==> src/rtl/seq_gate_pkg.sv <==
// Shared types and constants for the seq_gate_array channel sequencer.
package seq_gate_pkg;

   typedef enum logic {
      IDLE = 1'b0,
      RUN  = 1'b1
   } state_e;

   localparam logic MODE_ONESHOT  = 1'b0;
   localparam logic MODE_PERIODIC = 1'b1;

   // Scan chain order, SI side first, SO side last
   localparam int SCAN_IDX_STATE = 0;
   localparam int SCAN_IDX_CNT   = 1;
   localparam int SCAN_IDX_IVL   = 2;
   localparam int SCAN_IDX_MD    = 3;
   localparam int SCAN_IDX_PTR   = 4;
   localparam int SCAN_IDX_PULSE = 5;
   localparam int SCAN_IDX_DONE  = 6;

   function automatic int scan_len(input int cw, input int nch, input int pw);
      return 3 + 2 * cw + pw + nch;
   endfunction

endpackage

==> src/rtl/seq_gate_array_counter.sv <==
// Loadable CW-bit down-counter; holds at zero and flags terminal count.
module seq_gate_counter #(
   parameter int CW = 4
) (
   input  logic          CK,
   input  logic          RST,
   input  logic          load,
   input  logic [CW-1:0] load_val,
   input  logic          en,
   output logic [CW-1:0] cnt,
   output logic          tc
);

   logic [CW-1:0] cnt_q;
   logic [CW-1:0] cnt_d;

   always_comb begin
      cnt_d = cnt_q;
      if (load) begin
         cnt_d = load_val;
      end else if (en && (cnt_q != '0)) begin
         cnt_d = cnt_q - CW'(1);
      end
   end

   always_ff @(posedge CK) begin
      if (RST) begin
         cnt_q <= '0;
      end else begin
         cnt_q <= cnt_d;
      end
   end

   assign cnt = cnt_q;
   assign tc  = (cnt_q == '0);

endmodule

==> src/rtl/seq_gate_array.sv <==
// Round-robin gated pulse sequencer with one-shot/periodic modes.
// Optional scan chain enabled by defining SEQ_GATE_SCAN_CHAIN_EN.
module seq_gate_array
   import seq_gate_pkg::*;
#(
   parameter  int NCH = 8,
   parameter  int CW  = 4,
   localparam int PW  = $clog2(NCH)
) (
   input  logic           CK,
   input  logic           RST,
   input  logic           START,
   input  logic           STOP,
   input  logic           MODE,
   input  logic [CW-1:0]  LOAD_VAL,
   input  logic [NCH-1:0] CH_EN,
`ifdef SEQ_GATE_SCAN_CHAIN_EN
   input  logic           SE,
   input  logic           SI,
   output logic           SO,
`endif
   output logic [NCH-1:0] PULSE,
   output logic [PW-1:0]  CUR_CH,
   output logic           BUSY,
   output logic           DONE
);

   state_e         state_q, state_d;
   logic [CW-1:0]  ivl_q, ivl_d;
   logic           md_q, md_d;
   logic [PW-1:0]  ptr_q, ptr_d;
   logic [NCH-1:0] pulse_q, pulse_d;
   logic           done_q, done_d;

   logic           ld;
   logic [CW-1:0]  ld_val;
   logic           cen;
   logic [CW-1:0]  cnt_w;
   logic           tc_w;

`ifdef SEQ_GATE_SCAN_CHAIN_EN
   localparam int SL = scan_len(CW, NCH, PW);
   logic [SL-1:0] chain_q;
   logic [SL-1:0] sh_d;
   logic          st_s;

   assign chain_q = {state_q, cnt_w, ivl_q, md_q, ptr_q, pulse_q, done_q};
   assign SO      = done_q;
`endif

   seq_gate_counter #(
      .CW(CW)
   ) u_cnt (
      .CK      (CK),
      .RST     (RST),
      .load    (ld),
      .load_val(ld_val),
      .en      (cen),
      .cnt     (cnt_w),
      .tc      (tc_w)
   );

   always_comb begin
      state_d = state_q;
      ivl_d   = ivl_q;
      md_d    = md_q;
      ptr_d   = ptr_q;
      pulse_d = '0;
      done_d  = 1'b0;
      ld      = 1'b0;
      ld_val  = ivl_q;
      cen     = 1'b0;
`ifdef SEQ_GATE_SCAN_CHAIN_EN
      sh_d    = '0;
      st_s    = 1'b0;
`endif
      unique case (state_q)
         IDLE: begin
            if (START && !STOP) begin
               ivl_d   = LOAD_VAL;
               md_d    = MODE;
               ld      = 1'b1;
               ld_val  = LOAD_VAL;
               ptr_d   = '0;
               state_d = RUN;
            end
         end
         RUN: begin
            if (STOP) begin
               state_d = IDLE;
               ptr_d   = '0;
            end else if (!tc_w) begin
               cen = 1'b1;
            end else begin
               pulse_d = CH_EN[ptr_q] ? (NCH'(1) << ptr_q) : '0;
               ld      = 1'b1;
               if (ptr_q == PW'(NCH - 1)) begin
                  ptr_d = '0;
                  if (md_q == MODE_ONESHOT) begin
                     done_d  = 1'b1;
                     state_d = IDLE;
                  end
               end else begin
                  ptr_d = ptr_q + PW'(1);
               end
            end
         end
      endcase
`ifdef SEQ_GATE_SCAN_CHAIN_EN
      // Shift overrides every functional update, counter included
      if (SE) begin
         sh_d = {SI, chain_q[SL-1:1]};
         {st_s, ld_val, ivl_d, md_d, ptr_d, pulse_d, done_d} = sh_d;
         state_d = state_e'(st_s);
         ld      = 1'b1;
         cen     = 1'b0;
      end
`endif
   end

   always_ff @(posedge CK) begin
      if (RST) begin
         state_q <= IDLE;
         ivl_q   <= '0;
         md_q    <= 1'b0;
         ptr_q   <= '0;
         pulse_q <= '0;
         done_q  <= 1'b0;
      end else begin
         state_q <= state_d;
         ivl_q   <= ivl_d;
         md_q    <= md_d;
         ptr_q   <= ptr_d;
         pulse_q <= pulse_d;
         done_q  <= done_d;
      end
   end

   assign PULSE  = pulse_q;
   assign CUR_CH = ptr_q;
   assign BUSY   = (state_q == RUN);
   assign DONE   = done_q;

endmodule
==> config.mk <==
export PLATFORM = sky130hd
export DESIGN_NAME = seq_gate_array
export DESIGN_NICKNAME = d
export VERILOG_FILES = /design/src/rtl/seq_gate_pkg.sv /design/src/rtl/seq_gate_array_counter.sv /design/src/rtl/seq_gate_array.sv
export SDC_FILE = /design/constraint.sdc
export NUM_CORES = 1
export LEC_CHECK = 0
export CORE_MARGIN = 4
export CORE_UTILIZATION = 54
export CTS_CLUSTER_DIAMETER = 60
export DETAILED_ROUTE_END_ITERATION = 10
export DONT_BUFFER_PORTS = 1
export PLACE_DENSITY_LB_ADDON = 0.2
export SKIP_LAST_GASP = 1
export SYNTH_ARGS = -nofsm -noshare
export SYNTH_HDL_FRONTEND = slang
export SYNTH_HIERARCHICAL = 1
export SYNTH_SLANG_ARGS = --single-unit
export TNS_END_PERCENT = 20
==> constraint.sdc <==
create_clock -name CK -period 2 [get_ports CK]
set_input_delay 0.1 -clock CK [delete_from_list [all_inputs] [get_ports CK]]
set_output_delay 0.1 -clock CK [all_outputs]
set_load 0.1 [all_outputs]
==> metrics.md <==
| Metric | Value |
|---|---|
| Outcome | finished clean |
| # diodes | 0 |
| Detailed Route WL | 2510 µm |
| Dominant cell type by area after synthesis | dfxtp_1 |
| Die X | 52.3 µm |
| Placed cells | 141 |
| Row Count | 15 |
| Antenna violations before repair | 0 |
| Syn nets | 121 |
| Final period util | 0.985 |
| CTS tree | yes |
| Largest net degree at the start of global routing | 14 |
| Die height | 52.3 µm |
| Vias | 855 |
| Worst min path class | primary input to register |
| Hold slack | 0.0400 ns |
| Tmin final | 1.97 ns |
| Multi-input gate area | 607 µm² |
| Area Overhead vs Synth | 31.7% |
| CP Capture Type | register |
| Vias in the first global route | 861 |
| Port bufs | 0 |
| Max Cap Viol | 0 |
| Top cells by area, synth | dfxtp_1 (42%), and2_1 (7.1%), ha_1 (7.1%) |
| DRC | 0 |
| Num CTS Buffers | 3 |
| Max stage delay on crit path | 0.39 ns |
| Total GRT Usage | 0.195 |
| Fill count | 121 |
| Worst-path clk slew | 0.11 ns |
| Syn Inst Count | 98 |
| Commonest non-fill, non-tap cell in the layout | buf_4 |
| Vias per cell | 5.55 |
| Cell Area, Synth | 1060 µm² |
| CTS Buffer Depth | 2 |
| Endpoints failing hold | 0 |
| CTS sink count | 22 |
| Max VDD drop | 0.000726 V |
| Global-route wire length before repair | 3840 µm |
| CTS Root Cell | clkbuf_4 |
| Leakage power total | 0.000573 µW |
| Post-route ant nets | 0 |
| Slowest cell on crit path | or3b_4 |
| Unrepaired setup endpoints after global routing | yes |
| Sequential cell area | 445 µm² |
| Leading cell types in the layout, fill and taps excluded | buf_4 (23), dfxtp_1 (18), and2_1 (12) |
| Share of cells above drive strength 1 | 0.419 |
| Final Wtd Congestion | 0.829 |
| Final Skew | 0.00285 ns |
| First-pass DRT Iterations | 4 |
| Crit path cell chain | inv_2 -> ha_4 -> or3b_4 -> inv_4 -> mux2i_2 -> nor2_2 -> buf_6 -> clkinvlp_4 -> a311oi_2 |
| Slew @ Worst Pin | 0.306 ns |
| Slew HR | 0.796 |
| Initial Utilization | 0.593 |
| Clk_lat worst skew | 0.31 ns |
| Share of the synthesized area in the top cell type | 0.417 |
| Yosys reg bits | 22 |
| Sequential area share after synthesis | 0.417 |
| Worst path required time | 2.21 ns |
| H-tree Lvls | 1 |
| Syn. warnings | 6 |
| Fmax | 0.508 GHz |
| DR WL/cell | 16.3 µm |
| CP Max Fanout | 6 |
| Overflow after GRT | 0 |
| Core footprint | 1780 µm² |
| Nets | 153 |
| Final setup vio count | 0 |
| Post-Layout Cell Count | 154 |
| Synth cell types | 34 |
| Fin. max-slew vios | 0 |
| CP Launch Type | register |
| Syn_area_per_cell | 10.8 µm² |
| DP HPWL | 1580 µm |
| WS Path Type | register to register |
| Initial detailed-routing violation count | 15 |
| Die ar. | 2730 µm² |
| Io pins | 30 |
| WP data arrival | 2.18 ns |
| Pwr/cell area | 698 nW/µm² |
==> through the flow <==
step                      setup slack [ns]  total power (µW)  instance area (µm²)  setup TNS [ns]   util
final                               0.0306               972                 1390               0  0.781
after global routing               -0.0249              1010                 1390         -0.0249  0.781
after CTS                           0.0183               936                 1320               0  0.740
after detailed placement            0.0407               599                 1220               0  0.687
after global placement              0.0985               594                 1220               0  0.687
after floorplan                   -0.00570               564                 1060        -0.00602      -
==> final cells by class <==
| type | instances | area share |
|---|---|---|
| tap | 25 | 0.0225 |
| clock buffer | 3 | 0.0162 |
| timing repair buffer | 28 | 0.161 |
| clock inverter | 1 | 0.0216 |
| multi-input combinational | 68 | 0.436 |
| inverter | 7 | 0.0234 |
| sequential | 22 | 0.320 |
==> cells in the mapped netlist (all sizes together) <==
cell type and number:
dfxtp 22, and2 12, nor2 8, inv 7, ha 6, mux2 4, nand2 4, mux2i 3
nor3 3, a311oi 2, a32o 2, mux4 2, nand4b 2, or3b 2, a2111oi 1, a211oi 1
a21o 1, a21oi 1, a311o 1, and3 1, and3b 1, and4bb 1, buf 1, nand2b 1
nand3 1, nor2b 1, nor3b 1, nor4 1, nor4b 1, o21a 1, o21ai 1, o22ai 1
or2b 1
==> kinds of logic after synthesis <==
kind of cell / count (synthesis) / share of synthesized area
multiplexers: 9 / 0.114
flip-flops: 22 / 0.417
AO/OA/AOI/OAI: 12 / 0.108
adder cells (fa/ha/maj): 6 / 0.0710
AND/OR/NAND/NOR: 41 / 0.256
buffers and inverters: 8 / 0.0355
==> worst max-delay path: cells and delay by family, from the launching register on <==
kind / cells / cell delay [ns]
buffers and inverters: 4 / 0.42
AOI/OAI and AO/OA: 1 / 0.32
DFF: 1 / 0.35
and+or+nand+nor: 2 / 0.55
muxes: 1 / 0.07
adders and majority gates: 1 / 0.14
==> per-layer routing <==
metal  GRT usage  up-vias  share of wire
li1            -      410              -
met1       0.182      400           0.37
met2       0.345       32           0.51
met3      0.0912       13          0.070
met4       0.111        0          0.043
met5           0        -              0
==> report_power, final <==
group / internal [µW] / leakage [µW] / switching [µW] / total, µW
Clock: 203 / 0.0000279 / 132 / 335
Sequential: 452 / 0.000180 / 12.5 / 464
Combinational: 88.7 / 0.000365 / 84.2 / 173
==> state kept, by name, indices dropped and copies added (netlist names) <==
name and cells:
ivl_q 4, DONE 1, BUSY 1, PULSE 8, md_q 1, CUR_CH 3
u_cnt/cnt 4
==> what timing repair did <==
| item | CTS | global route |
|---|---|---|
| hold buffers | 4 | 0 |
| hold endpoints to repair | 6 | 0 |
| resized for setup | 1 | 12 |
| setup buffers | 0 | 5 |
| pin swaps | 0 | 3 |
| endpoints found under the setup margin | 1 | 5 |
==> worst paths after layout <==
path              slack [ns]  cells past startpoint      endpoint          from
setup reg to reg        0.03                      9  u_cnt/cnt[0]  u_cnt/cnt[0]
hold reg to reg         0.51                      1          DONE          md_q
hold / removal          0.04                      2     CUR_CH[0]           RST
setup / recovery        0.03                      9  u_cnt/cnt[0]  u_cnt/cnt[0]
Power figures use the tool's default switching activity.
